### src/rtl/aes_pipe_scheduler.sv
// Round-robin scheduler sharing one fixed-latency pipelined AES core; results land in a credit-guarded FWFT FIFO.
// Handshake to core_enable: 1 cycle, to rsp_valid: PIPE_DEPTH+1 cycles; requesters stall on drain or when credits run out.
module aes_pipe_scheduler #(
    parameter int BLOCK_LENGTH = 128,
    parameter int NUM_REQ      = 2,
    parameter int PIPE_DEPTH   = 11,
    parameter int TAG_W        = 4,
    parameter int OUT_DEPTH    = 4,
    localparam int SRC_W       = (NUM_REQ > 1) ? $clog2(NUM_REQ) : 1
) (
    input  logic                            clk,
    input  logic                            rst,
    input  logic [NUM_REQ-1:0]              req_valid,
    output logic [NUM_REQ-1:0]              req_ready,
    input  logic [NUM_REQ*BLOCK_LENGTH-1:0] req_data,
    input  logic [NUM_REQ*TAG_W-1:0]        req_tag,
    output logic                            core_enable,
    output logic [BLOCK_LENGTH-1:0]         core_in,
    input  logic [BLOCK_LENGTH-1:0]         core_out,
    output logic                            rsp_valid,
    input  logic                            rsp_ready,
    output logic [BLOCK_LENGTH-1:0]         rsp_data,
    output logic [SRC_W-1:0]                rsp_src,
    output logic [TAG_W-1:0]                rsp_tag,
    input  logic                            drain,
    output logic                            drain_done,
    output logic                            busy
);
    localparam int CNT_W = $clog2(OUT_DEPTH + 1);
    localparam int PTR_W = $clog2(OUT_DEPTH);

    typedef enum logic [1:0] {IDLE, ACTIVE, DRAIN} state_t;

    typedef struct packed {
        logic [BLOCK_LENGTH-1:0] data;
        logic [SRC_W-1:0]        src;
        logic [TAG_W-1:0]        tag;
    } rsp_t;

    state_t              state;
    logic [SRC_W-1:0]    rr_ptr;
    logic [SRC_W-1:0]    grant_idx;
    logic                found;
    logic                accept;
    logic                push;
    logic                pop;
    logic [CNT_W-1:0]    used;
    logic [SRC_W-1:0]    src_q;
    logic [TAG_W-1:0]    tag_q;
    logic [PIPE_DEPTH-1:0] sb_vld;
    logic [SRC_W-1:0]    sb_src [PIPE_DEPTH];
    logic [TAG_W-1:0]    sb_tag [PIPE_DEPTH];
    rsp_t                fifo_mem [OUT_DEPTH];
    logic [PTR_W-1:0]    wr_ptr;
    logic [PTR_W-1:0]    rd_ptr;
    logic [CNT_W-1:0]    fifo_cnt;
    rsp_t                head;

    // First valid requester at or after rr_ptr, wrapping modulo NUM_REQ.
    always_comb begin
        int               idx;
        logic [SRC_W-1:0] cand;
        found     = 1'b0;
        grant_idx = '0;
        idx       = 0;
        cand      = '0;
        for (int k = 0; k < NUM_REQ; k++) begin
            idx = int'(rr_ptr) + k;
            if (idx >= NUM_REQ) idx = idx - NUM_REQ;
            cand = SRC_W'(idx);
            if (!found && req_valid[cand]) begin
                found     = 1'b1;
                grant_idx = cand;
            end
        end
    end

    // used counts every block from grant until it leaves the FIFO, so the core can never overrun it.
    assign accept = found && (state == ACTIVE) && !drain && (used < CNT_W'(OUT_DEPTH));

    always_comb begin
        req_ready = '0;
        if (accept) req_ready[grant_idx] = 1'b1;
    end

    assign rsp_valid  = (fifo_cnt != '0);
    assign pop        = rsp_valid && rsp_ready;
    assign push       = sb_vld[PIPE_DEPTH-1];
    assign busy       = (used != '0);
    assign drain_done = !busy && ((state == DRAIN) || ((state == IDLE) && drain));
    assign head       = fifo_mem[rd_ptr];
    assign rsp_data   = head.data;
    assign rsp_src    = head.src;
    assign rsp_tag    = head.tag;

    always_ff @(posedge clk) begin
        if (!rst) begin
            state       <= IDLE;
            rr_ptr      <= '0;
            used        <= '0;
            core_enable <= 1'b0;
            core_in     <= '0;
            src_q       <= '0;
            tag_q       <= '0;
            sb_vld      <= '0;
            wr_ptr      <= '0;
            rd_ptr      <= '0;
            fifo_cnt    <= '0;
        end else begin
            case (state)
                IDLE:    if ((|req_valid) && !drain) state <= ACTIVE;
                ACTIVE:  if (drain) state <= DRAIN;
                         else if (!(|req_valid) && !busy) state <= IDLE;
                DRAIN:   if (!drain) state <= IDLE;
                default: state <= IDLE;
            endcase
            if (accept) rr_ptr <= (grant_idx == SRC_W'(NUM_REQ - 1)) ? '0 : grant_idx + 1'b1;
            core_enable <= accept;
            core_in     <= accept ? req_data[grant_idx*BLOCK_LENGTH +: BLOCK_LENGTH] : '0;
            src_q       <= grant_idx;
            tag_q       <= req_tag[grant_idx*TAG_W +: TAG_W];
            sb_vld      <= {sb_vld[PIPE_DEPTH-2:0], core_enable};
            if (accept && !pop)      used <= used + 1'b1;
            else if (!accept && pop) used <= used - 1'b1;
            if (push) wr_ptr <= wr_ptr + 1'b1;
            if (pop)  rd_ptr <= rd_ptr + 1'b1;
            if (push && !pop)      fifo_cnt <= fifo_cnt + 1'b1;
            else if (!push && pop) fifo_cnt <= fifo_cnt - 1'b1;
        end
    end

    // Payload side needs no reset: only the valid bits and FIFO count qualify it.
    always_ff @(posedge clk) begin
        sb_src[0] <= src_q;
        sb_tag[0] <= tag_q;
        for (int k = 1; k < PIPE_DEPTH; k++) begin
            sb_src[k] <= sb_src[k-1];
            sb_tag[k] <= sb_tag[k-1];
        end
        if (push) fifo_mem[wr_ptr] <= '{data: core_out, src: sb_src[PIPE_DEPTH-1], tag: sb_tag[PIPE_DEPTH-1]};
    end

endmodule

### config.mk
export PLATFORM = sky130hd
export DESIGN_NAME = aes_pipe_scheduler
export DESIGN_NICKNAME = d
export VERILOG_FILES = /design/src/rtl/aes_pipe_scheduler.sv
export SDC_FILE = /design/constraint.sdc
export NUM_CORES = 1
export LEC_CHECK = 0
export ABC_AREA = 1
export ABC_CLOCK_PERIOD_IN_PS = 7600
export BUFFER_PORTS_ARGS = -buffer_cell sky130_fd_sc_hd__buf_4
export CAP_MARGIN = 20
export CORE_AREA = 2 2 258 260
export CTS_BUF_LIST = sky130_fd_sc_hd__clkbuf_4 sky130_fd_sc_hd__clkbuf_8
export DETAILED_ROUTE_END_ITERATION = 8
export DIE_AREA = 0 0 260 262
export PLACE_DENSITY = 0.71
export SETUP_SLACK_MARGIN = 0.3
export SKIP_LAST_GASP = 1
export SLEW_MARGIN = 40
export SYNTH_ARGS = -nofsm -noshare
export SYNTH_HDL_FRONTEND = slang
export SYNTH_SLANG_ARGS = --single-unit
### constraint.sdc
create_clock -name clk -period 7.6 [get_ports clk]
set_clock_uncertainty 0.1 [all_clocks]
set_input_delay 0.76 -clock clk [delete_from_list [all_inputs] [get_ports clk]]
set_output_delay 0.76 -clock clk [all_outputs]
set_load 0.02 [all_outputs]
==> results.py <==
metrics = {
    "outcome": {
        "status": "complete, no violations",
    },
    "clock_network": {
        "post_cts_buffers": 0,
        "clock_latency_ns": 0.72,
        "cts_buffers": 117,
        "cts.sinks": 747,
        "cts_resized": 0,
        "cts_buffer_depth": 3,
        "cts.clk_slew.worst_paths_ns": 0.06,
        "cts_root_buf": "clkbuf_8",
        "htreeDepth": 3,
        "postCtsHoldBufs": 0,
        "cts_tree": "done",
    },
    "sta": {
        "holdWs_ns": 0.128,
        "hold_viol": 0,
        "period_share": 0.517,
        "fmax_ghz": 0.254,
        "setup_tns_ns": 0,
        "setup_violations": 0,
        "relSlewSlack": 0.440,
        "drv_slew": 0,
        "min_period_ns": 3.93,
        "worstMarginPinSlew_ns": 0.840,
        "rsz0062_at_grt": "no",
    },
    "worst_setup_path": {
        "cp.arrival_ns": 3.07,
        "start_kind": "flip-flop",
        "required_ns": 6.74,
        "crit_path_max_fanout": 79,
        "cp_top_family": "buffers and inverters",
        "endpoint_kind": "primary output",
        "crit_chain": "inv_4 > buf_6 > o21ai_0 > o22ai_1 > buf_4",
        "cpMaxStageDelayCell": "inv_4",
        "slowest_delay_ns": 0.54,
        "r2r_slack_ns": 5.06,
        "worst-path-buf-inv": 3,
        "setup.worst_path.class": "flip-flop to primary output",
    },
    "detailed_routing": {
        "vias": 19073,
        "drc_errors": 0,
        "routed_wl_um": 84500,
        "ant_nets": 0,
        "drtIter0Drc": 1381,
        "vias_per_cell": 5.12,
        "routedWlPerCell_um": 22.7,
        "first_pass_iters": 5,
    },
    "logic_synthesis": {
        "syn_avg_cell_area_um2": 12.9,
        "synth_top_family_by_area": "compound AO/OA/AOI/OAI gates",
        "muxShareOfSynthArea": 0,
        "synthSimpleGateAreaFrac": 0.0844,
        "synth_compound_area_frac": 0.122,
        "synth_seq_cells": 747,
        "syn_area_um2": 26700,
        "syn-instance-count": 2069,
        "synth_xor_area_frac": 0.000328,
        "synth_nets": 2475,
        "synth_warnings": 0,
        "ys_seq_area_frac": 0.759,
        "synthDistinctLibCells": 24,
        "synth_fa_ha_area_frac": 0.00431,
    },
    "grt": {
        "met3_usage": 0.0872,
        "grt_max_degree": 111,
        "grt_use_met1": 0.253,
        "grt-busiest-layer": "met2",
        "first_global_vias": 18890,
        "grt_pass1_wl_um": 119000,
        "grt_overflow_total": 0,
        "track_usage": 0.238,
        "antenna_found_initial": 45,
        "use_met2": 0.416,
    },
    "finish": {
        "num-nets-final": 3146,
        "stdcell_area_um2": 35000,
        "layout-drive-gt1-share": 0.348,
        "area_growth_pct": 31.0,
    },
    "hold_path": {
        "hold_class": "primary input to flip-flop",
    },
    "power_and_ir_drop": {
        "vdd_drop_max_mv": 0.156,
        "p_leak_nw": 13.5,
        "internal-power_w": 0.00708,
        "p_sw_frac": 0.285,
        "power.density_nw_per_um2": 283,
        "clkPwrFrac": 0.357,
        "p_sw_w": 0.00282,
        "seqPwrFrac": 0.449,
        "p_comb_frac": 0.193,
    },
    "floorplan": {
        "initial_core_util": 0.409,
        "die_h_um": 262,
        "die_w_um": 260,
        "design.die.area_um2": 68100,
        "coreArea_um2": 65300,
        "rows": 94,
        "io_pins": 665,
    },
    "job": {
        "maxCapViolCount": 0,
    },
    "placement": {
        "gp_congestion": 0.917,
        "port_buffers": 664,
        "dp_hpwl_um": 57500,
        "placed_cell_area_um2": 32400,
    },
}
## stage by stage
step	setup WS (ns)	util	instances	total power (W)
after floorplan	3.84	-	2069	0.00558
after global placement	4.12	0.495	3482	0.00639
after detailed placement	3.99	0.496	3483	0.00644
after CTS	3.20	0.534	3699	0.00999
after global routing	3.50	0.536	3718	0.0103
final	3.67	0.536	3727	0.00990
## power groups by stage
stage / logic (W) / clock network (W) / registers, W
global placement: 0.00183 / 0 / 0.00456
finish: 0.00191 / 0.00354 / 0.00445
floorplan: 0.00106 / 0 / 0.00453
CTS: 0.00188 / 0.00362 / 0.00448
global route: 0.00206 / 0.00379 / 0.00445
detailed placement: 0.00188 / 0 / 0.00457
## sequential cells by signal (all words and copies together) (netlist names), named ones only
| name | cells |
|---|---|
| core_enable | 1 |
| core_in | 128 |
| fifo_cnt | 3 |
| fifo_mem | 532 |
| rd_ptr | 2 |
| rr_ptr | 1 |
| sb_src | 11 |
| sb_tag | 44 |
| sb_vld | 11 |
| src_q | 1 |
| state | 2 |
| tag_q | 4 |
| used | 3 |
| wr_ptr | 2 |
## metal layers
layer | vias up | share of wire
li1 | 8753 | -
met1 | 9320 | 0.34
met2 | 810 | 0.51
met3 | 176 | 0.097
met4 | 14 | 0.047
met5 | - | 0.0011
## synth_stat cells
library cell	n	share of area
a211oi_1	2	0.00056
a21oi_1	47	0.0088
a21oi_2	88	0.029
a21oi_4	1	0.00061
buf_2	42	0.0079
buf_4	4	0.0011
buf_6	12	0.0051
clkbuf_1	72	0.010
dfxtp_1	215	0.16
edfxtp_1	532	0.60
fa_1	2	0.0015
ha_1	6	0.0028
inv_1	37	0.0052
inv_2	4	0.00056
nand2_1	293	0.041
nand2_2	1	0.00023
nand3_1	7	0.0013
nand4_1	1	0.00023
nor2_1	292	0.041
nor2_4	1	0.00042
o21ai_0	275	0.052
o21ai_2	1	0.00033
o22ai_1	133	0.031
xor2_1	1	0.00033
## layout make-up
cell class	count	area, um^2
fill	5394	30300
sequential	747	20300
clock inverter	49	438
clock buffer	167	2080
multi-input combinational	1151	5650
timing repair buffer	682	5200
antenna	26	65.1
inverter	41	181
tap	864	1080
## path summary, 6_finish.rpt
kind,start,depth (start not counted),endpoint
min reg2reg,sb_src[6],0,sb_src[7]
max reg2reg,wr_ptr[0],5,fifo_mem[0][74]
max,flip-flop,5,rsp_data[61]
min,core_out[8],1,fifo_mem[2][13]
## layout by cell type (no fill, tap or decap)
| cell | netlist | final |
|---|---|---|
| buf_12 | 0 | 3 |
| a21oi_1 | 47 | 47 |
| buf_4 | 4 | 668 |
| a21oi_4 | 1 | 1 |
| o22ai_1 | 133 | 133 |
| clkinv_8 | 0 | 1 |
| a211oi_1 | 2 | 2 |
| inv_2 | 4 | 3 |
| diode_2 | 0 | 26 |
| inv_4 | 0 | 1 |
| nand4_1 | 1 | 1 |
| clkbuf_4 | 0 | 35 |
| clkbuf_8 | 0 | 132 |
| edfxtp_1 | 532 | 532 |
| clkinv_2 | 0 | 19 |
| inv_1 | 37 | 32 |
| a21oi_2 | 88 | 88 |
| clkinvlp_4 | 0 | 6 |
| nor2_4 | 1 | 1 |
| inv_8 | 0 | 1 |
| nand3_1 | 7 | 7 |
| ha_1 | 6 | 6 |
| xor2_1 | 1 | 1 |
| nand2_8 | 0 | 1 |
| inv_12 | 0 | 2 |
| dfxtp_1 | 215 | 213 |
| bufinv_16 | 0 | 6 |
| o21ai_4 | 0 | 1 |
| inv_6 | 0 | 6 |
| fa_1 | 2 | 2 |
| dfxtp_4 | 0 | 2 |
| clkinv_1 | 0 | 13 |
| o21ai_0 | 275 | 275 |
| buf_6 | 12 | 11 |
| nor2_1 | 292 | 292 |
| nand2_1 | 293 | 293 |
## logic make-up (layout without fill, tap and decap cells)
group / after synthesis / count (layout)
compound gates: 547 / 547
simple gates: 595 / 595
other cells: 0 / 26
xor+xnor: 1 / 1
fa+ha+maj: 8 / 8
buf+inv: 171 / 939
flops: 747 / 747
Power figures use the tool's default switching activity.
